<file path="src/rtl/tensor_acc_pkg.sv">
// Shared types and constants for the tensor accumulator stage of the Mini SPU datapath.
// A beat count of zero on len selects the largest count, 2^LEN_W beats.
package tensor_acc_pkg;

    localparam int ACC_W_DEFAULT = 8;
    localparam int LEN_W_DEFAULT = 4;

    localparam bit LEN_ZERO_MEANS_MAX = 1'b1;

    typedef enum logic [1:0] {
        IDLE  = 2'd0,
        ACCUM = 2'd1,
        HOLD  = 2'd2
    } state_t;

endpackage

</file>
<file path="src/rtl/tensor_accumulator_sat_add.sv">
// Adds a 4-bit product to an ACC_W-bit lane value and clamps the result at 2^ACC_W-1.
// o_sat is high whenever the clamp was applied.
module sat_add #(
    parameter int ACC_W = 8
) (
    input  logic [ACC_W-1:0] i_acc,
    input  logic [3:0]       i_addend,
    output logic [ACC_W-1:0] o_sum,
    output logic             o_sat
);

    logic [ACC_W:0] w_wide;

    // One spare bit catches the carry that marks an overflow.
    assign w_wide = {1'b0, i_acc} + (ACC_W + 1)'(i_addend);
    assign o_sat  = w_wide[ACC_W];
    assign o_sum  = o_sat ? '1 : w_wide[ACC_W-1:0];

endmodule

</file>
<file path="src/rtl/tensor_accumulator.sv">
// Accumulates high and low product lanes over len beats into saturating accumulators.
// It then holds both sums and their total on a valid/ready output until the result is taken.
module tensor_accumulator
    import tensor_acc_pkg::*;
#(
    parameter int ACC_W = ACC_W_DEFAULT,
    parameter int LEN_W = LEN_W_DEFAULT
) (
    input  logic             clk,
    input  logic             reset,
    input  logic             clear,
    input  logic [LEN_W-1:0] len,
    input  logic             in_valid,
    output logic             in_ready,
    input  logic [3:0]       tensor_high,
    input  logic [3:0]       tensor_low,
    output logic             out_valid,
    input  logic             out_ready,
    output logic [ACC_W-1:0] acc_high,
    output logic [ACC_W-1:0] acc_low,
    output logic [ACC_W:0]   acc_sum,
    output logic             sat
);

    state_t             r_state;
    logic [LEN_W-1:0]   r_remaining;
    logic [ACC_W-1:0]   r_accHigh;
    logic [ACC_W-1:0]   r_accLow;
    logic               r_sat;

    logic [LEN_W-1:0]   w_firstRemaining;
    logic [ACC_W-1:0]   w_sumHigh;
    logic [ACC_W-1:0]   w_sumLow;
    logic               w_satHigh;
    logic               w_satLow;

    sat_add #(.ACC_W(ACC_W)) u_addHigh (
        .i_acc    (r_accHigh),
        .i_addend (tensor_high),
        .o_sum    (w_sumHigh),
        .o_sat    (w_satHigh)
    );

    sat_add #(.ACC_W(ACC_W)) u_addLow (
        .i_acc    (r_accLow),
        .i_addend (tensor_low),
        .o_sum    (w_sumLow),
        .o_sat    (w_satLow)
    );

    // Beats still owed after the first one; len==0 asks for the maximum count.
    always_comb begin
        w_firstRemaining = '0;
        if (len == '0) begin
            w_firstRemaining = LEN_ZERO_MEANS_MAX ? '1 : '0;
        end else begin
            w_firstRemaining = len - LEN_W'(1);
        end
    end

    always_ff @(posedge clk or posedge reset) begin
        if (reset) begin
            r_state     <= IDLE;
            r_remaining <= '0;
            r_accHigh   <= '0;
            r_accLow    <= '0;
            r_sat       <= 1'b0;
        end else if (clear) begin
            r_state     <= IDLE;
            r_remaining <= '0;
            r_accHigh   <= '0;
            r_accLow    <= '0;
            r_sat       <= 1'b0;
        end else begin
            case (r_state)
                IDLE: begin
                    if (in_valid) begin
                        r_accHigh   <= ACC_W'(tensor_high);
                        r_accLow    <= ACC_W'(tensor_low);
                        r_sat       <= 1'b0;
                        r_remaining <= w_firstRemaining;
                        r_state     <= (w_firstRemaining == '0) ? HOLD : ACCUM;
                    end
                end
                ACCUM: begin
                    if (in_valid) begin
                        r_accHigh   <= w_sumHigh;
                        r_accLow    <= w_sumLow;
                        r_sat       <= r_sat | w_satHigh | w_satLow;
                        r_remaining <= r_remaining - LEN_W'(1);
                        if (r_remaining == LEN_W'(1)) begin
                            r_state <= HOLD;
                        end
                    end
                end
                HOLD: begin
                    if (out_ready) begin
                        r_state <= IDLE;
                    end
                end
                default: begin
                    r_state <= IDLE;
                end
            endcase
        end
    end

    assign in_ready  = (r_state != HOLD);
    assign out_valid = (r_state == HOLD);
    assign acc_high  = r_accHigh;
    assign acc_low   = r_accLow;
    assign acc_sum   = {1'b0, r_accHigh} + {1'b0, r_accLow};
    assign sat       = r_sat;

endmodule
</file>
<file path="config.mk">
export PLATFORM = sky130hd
export DESIGN_NAME = tensor_accumulator
export DESIGN_NICKNAME = d
export VERILOG_FILES = /design/src/rtl/tensor_acc_pkg.sv /design/src/rtl/tensor_accumulator_sat_add.sv /design/src/rtl/tensor_accumulator.sv
export SDC_FILE = /design/constraint.sdc
export NUM_CORES = 1
export LEC_CHECK = 0
export CAP_MARGIN = 20
export CORE_UTILIZATION = 25
export DETAILED_ROUTE_END_ITERATION = 8
export PLACE_DENSITY_LB_ADDON = 0.1
export SETUP_SLACK_MARGIN = 0.2
export SYNTH_ARGS = -nofsm -noshare
export SYNTH_HDL_FRONTEND = slang
export SYNTH_SLANG_ARGS = --single-unit
</file>
<file path="constraint.sdc">
create_clock -name clk -period 2.5 [get_ports clk]
set_input_delay 0.625 -clock clk [delete_from_list [all_inputs] [get_ports clk]]
set_output_delay 0.625 -clock clk [all_outputs]
set_load 0.03 [all_outputs]
</file>
==> summary.md <==
| Metric | Value |
|---|---|
| Outcome | `finished with violations` |
| Failing checks | `negative setup slack` |
| Max-capacitance violation count | `0` |
| Die width | `91.6 um` |
| Final Core Density | `0.398` |
| Max VDD drop | `0.195 mV` |
| Post-synth ARST share | `1.00` |
| Layout cells sized above 1 | `0.281` |
| Setup violators final | `4` |
| Placed inst area | `2810 sq um` |
| Synth Instances | `228` |
| Synth area leader | `dfrtp_1` |
| Drt via density | `4.85` |
| Filler cells | `829` |
| Commonest cells after routing, fill and taps aside | `buf_4 (35), clkdlybuf4s50_1 (34), nand2_1 (22)` |
| Remaining DRCs | `0` |
| Worst R2R Start | `acc_high[0]` |
| Maximum clock frequency | `363 MHz` |
| Syn Nets | `268` |
| Nets | `351` |
| Fin crit period | `2.76 ns` |
| Fin. Hold Viols | `0` |
| Initial DRC Count | `57` |
| Synth Cell Area | `2010 sq um` |
| GPL Wtd Cong | `0.718` |
| Synth cell types | `53` |
| PnR worst setup slack | `-0.258 ns` |
| All-layer global routing usage | `0.144` |
| Skew final | `0.00348 ns` |
| CTS H-tree depth | `1` |
| Area grow syn2layout | `53.8%` |
| Startpoint Class | `register` |
| Initial antenna violation count | `0` |
| Largest cells by area after synthesis | `dfrtp_1 (29%), ha_1 (12%), a21oi_1 (4.2%)` |
| Worst Setup SP | `acc_high[0]` |
| Crit path max-delay cell type | `dfrtp_2` |
| Core ar. | `7770 sq um` |
| Final slew viol count | `0` |
| Period utilisation layout | `1.10` |
| CP peak stage delay | `0.44 ns` |
| First-pass GRT wire length | `9590 um` |
| Post-synth EDFFs | `0` |
| CP Data Arrival Time | `2.13 ns` |
| DRT antenna net count | `0` |
| CP Capture Type | `output pin` |
| Via count | `2000` |
| Relative slew slack | `0.674` |
| Unrepaired setup endpoints after global routing | `true` |
| CP Data Required Time | `1.88 ns` |
| Gr ovfl total | `0` |
| Number of global-route vias before repair | `2035` |
| Clock root buffer | `clkbuf_8` |
| DRT Pass-1 Iters | `4` |
| Min-Delay Startpoint | `r_remaining[3]` |
| Top_reg_cell synth | `dfrtp_1` |
| Commonest non-fill, non-tap cell in the layout | `buf_4` |
| Die area | `8400 sq um` |
| Fin area | `3090 sq um` |
| Power per Cell Area | `418 nW/um^2` |
| Total CTS buffers | `3` |
| Die H | `91.6 um` |
| Sink Count | `23` |
| Longest Clk Path Bufs | `2` |
| Per-cell routed wire length | `14.0 um` |
| Critical Path, Cell by Cell | `ha_4 > fa_2 > a21o_1 > a21oi_2 > o21ai_1 > o41a_1 > buf_6` |
| CP max FO | `2` |
| HPWL Detailed | `4450 um` |
| CTS tree | `built` |
| Reg clk slew, reported paths | `0.09 ns` |
| Syn Area/Cell | `8.81 sq um` |
| Setup TNS | `-0.734 ns` |
| Std cell rows | `32` |
| Initial Utilization | `0.259` |
| Fin cells | `412` |
| N_diodes | `0` |
| Synth warn | `0` |
| # IOs | `45` |
| Largest net degree at the start of global routing | `24` |
| Hold crit path type | `register to register` |
| Leakage | `1.36 nW` |
| Placed Cells | `397` |
| Total Power | `1.29 mW` |
| Sequential-to-total area share from yosys stat | `0.287` |
| Slew @ Worst Pin | `0.489 ns` |
| Routed WL | `5780 um` |
| Critical path class | `register to output pin` |
| #FFs+latches synth | `23` |
| Yosys top cell area share | `0.287` |
| Skew-Pair Late Insertion Delay | `0.27 ns` |
| Port bufs | `44` |
[where the power goes]
group / leakage, nW / switching, mW / internal (mW) / total, mW
logic: 1.03 / 0.332 / 0.296 / 0.627
registers: 0.304 / 0.0219 / 0.399 / 0.421
clock network: 0.0228 / 0.130 / 0.114 / 0.244
total: 1.36 / 0.483 / 0.809 / 1.29
[registers in the layout, summed over array words and instances (netlist names)]
| name | flops |
|---|---|
| acc_high | 8 |
| acc_low | 8 |
| r_remaining | 4 |
| r_state | 2 |
| sat | 1 |
[per-layer routing]
layer	wire length, um	global-route usage
met2	2670	0.247
met1	2820	0.190
met3	245	0.0216
met5	0	0
met4	35	0.0317
[worst paths after layout]
path | end | slack (ns) | depth (start not counted)
setup reg to reg | acc_high[3] | 0.44 | 7
max in group asynchronous | acc_high[1] | 1.54 | 3
hold reg to reg | r_remaining[3] | 0.52 | 1
hold / removal | r_remaining[3] | 0.52 | 1
setup / recovery | acc_sum[8] | -0.26 | 7
min in group asynchronous | sat | 0.70 | 3
[synthesized netlist by cell type, drive strengths merged, types with 2 or more instances]
cell / instances
nor3b: 2
buf: 6
o221ai: 3
xor2: 5
a21oi: 18
o2bb2ai: 3
nor2: 8
o21bai: 5
ha: 20
or2: 3
and3: 3
nand3: 10
o211ai: 5
nor3: 9
nand2b: 4
a22o: 2
a21o: 4
a22oi: 2
a211oi: 3
o31ai: 3
o21ai: 20
dfrtp: 23
xnor2: 6
nand2: 22
a41oi: 3
and2b: 2
inv: 16
fa: 3
a31o: 2
[what timing repair did]
item	CTS	global route
endpoints found under the setup margin	15	20
pin swaps	14	18
buffers inserted	9	2
hold buffers	0	0
gates resized for setup	35	16
[layout make-up]
class	count	area, sq um	area share
sequential	23	582	0.188
clock buffer	4	45.0	0.0146
tap	102	128	0.0413
inverter	16	60.1	0.0194
multi-input combinational	183	1510	0.488
timing repair buffer	84	768	0.249
[critical path, delay by kind of cell, from the launching register on]
| kind | cells | cell delay (ns) |
|---|---|---|
| compound gates | 4 | 0.78 |
| fa+ha+maj | 2 | 0.50 |
| buf+inv | 1 | 0.15 |
| flops | 1 | 0.44 |
[cells by family after synthesis]
logic type               Yosys count  synth area share
AO/OA/AOI/OAI                     82             0.290
XOR/XNOR                          11            0.0480
adder cells (fa/ha/maj)           23             0.155
buffers and inverters             22            0.0492
flip-flops                        23             0.287
AND/OR/NAND/NOR                   67             0.172
[through the flow]
| step | hold WS (ns) | worst slack, ns |
|---|---|---|
| 6_report | 0.524 | -0.258 |
| 5_1_grt | 0.565 | -0.366 |
| 4_1_cts | 0.527 | -0.293 |
| 3_5_place_dp | 0.498 | -0.417 |
| 3_3_place_gp | 0.511 | -0.411 |
| 2_1_floorplan | 0.472 | -0.0303 |
No activity file was read; power rests on OpenSTA's default activity.
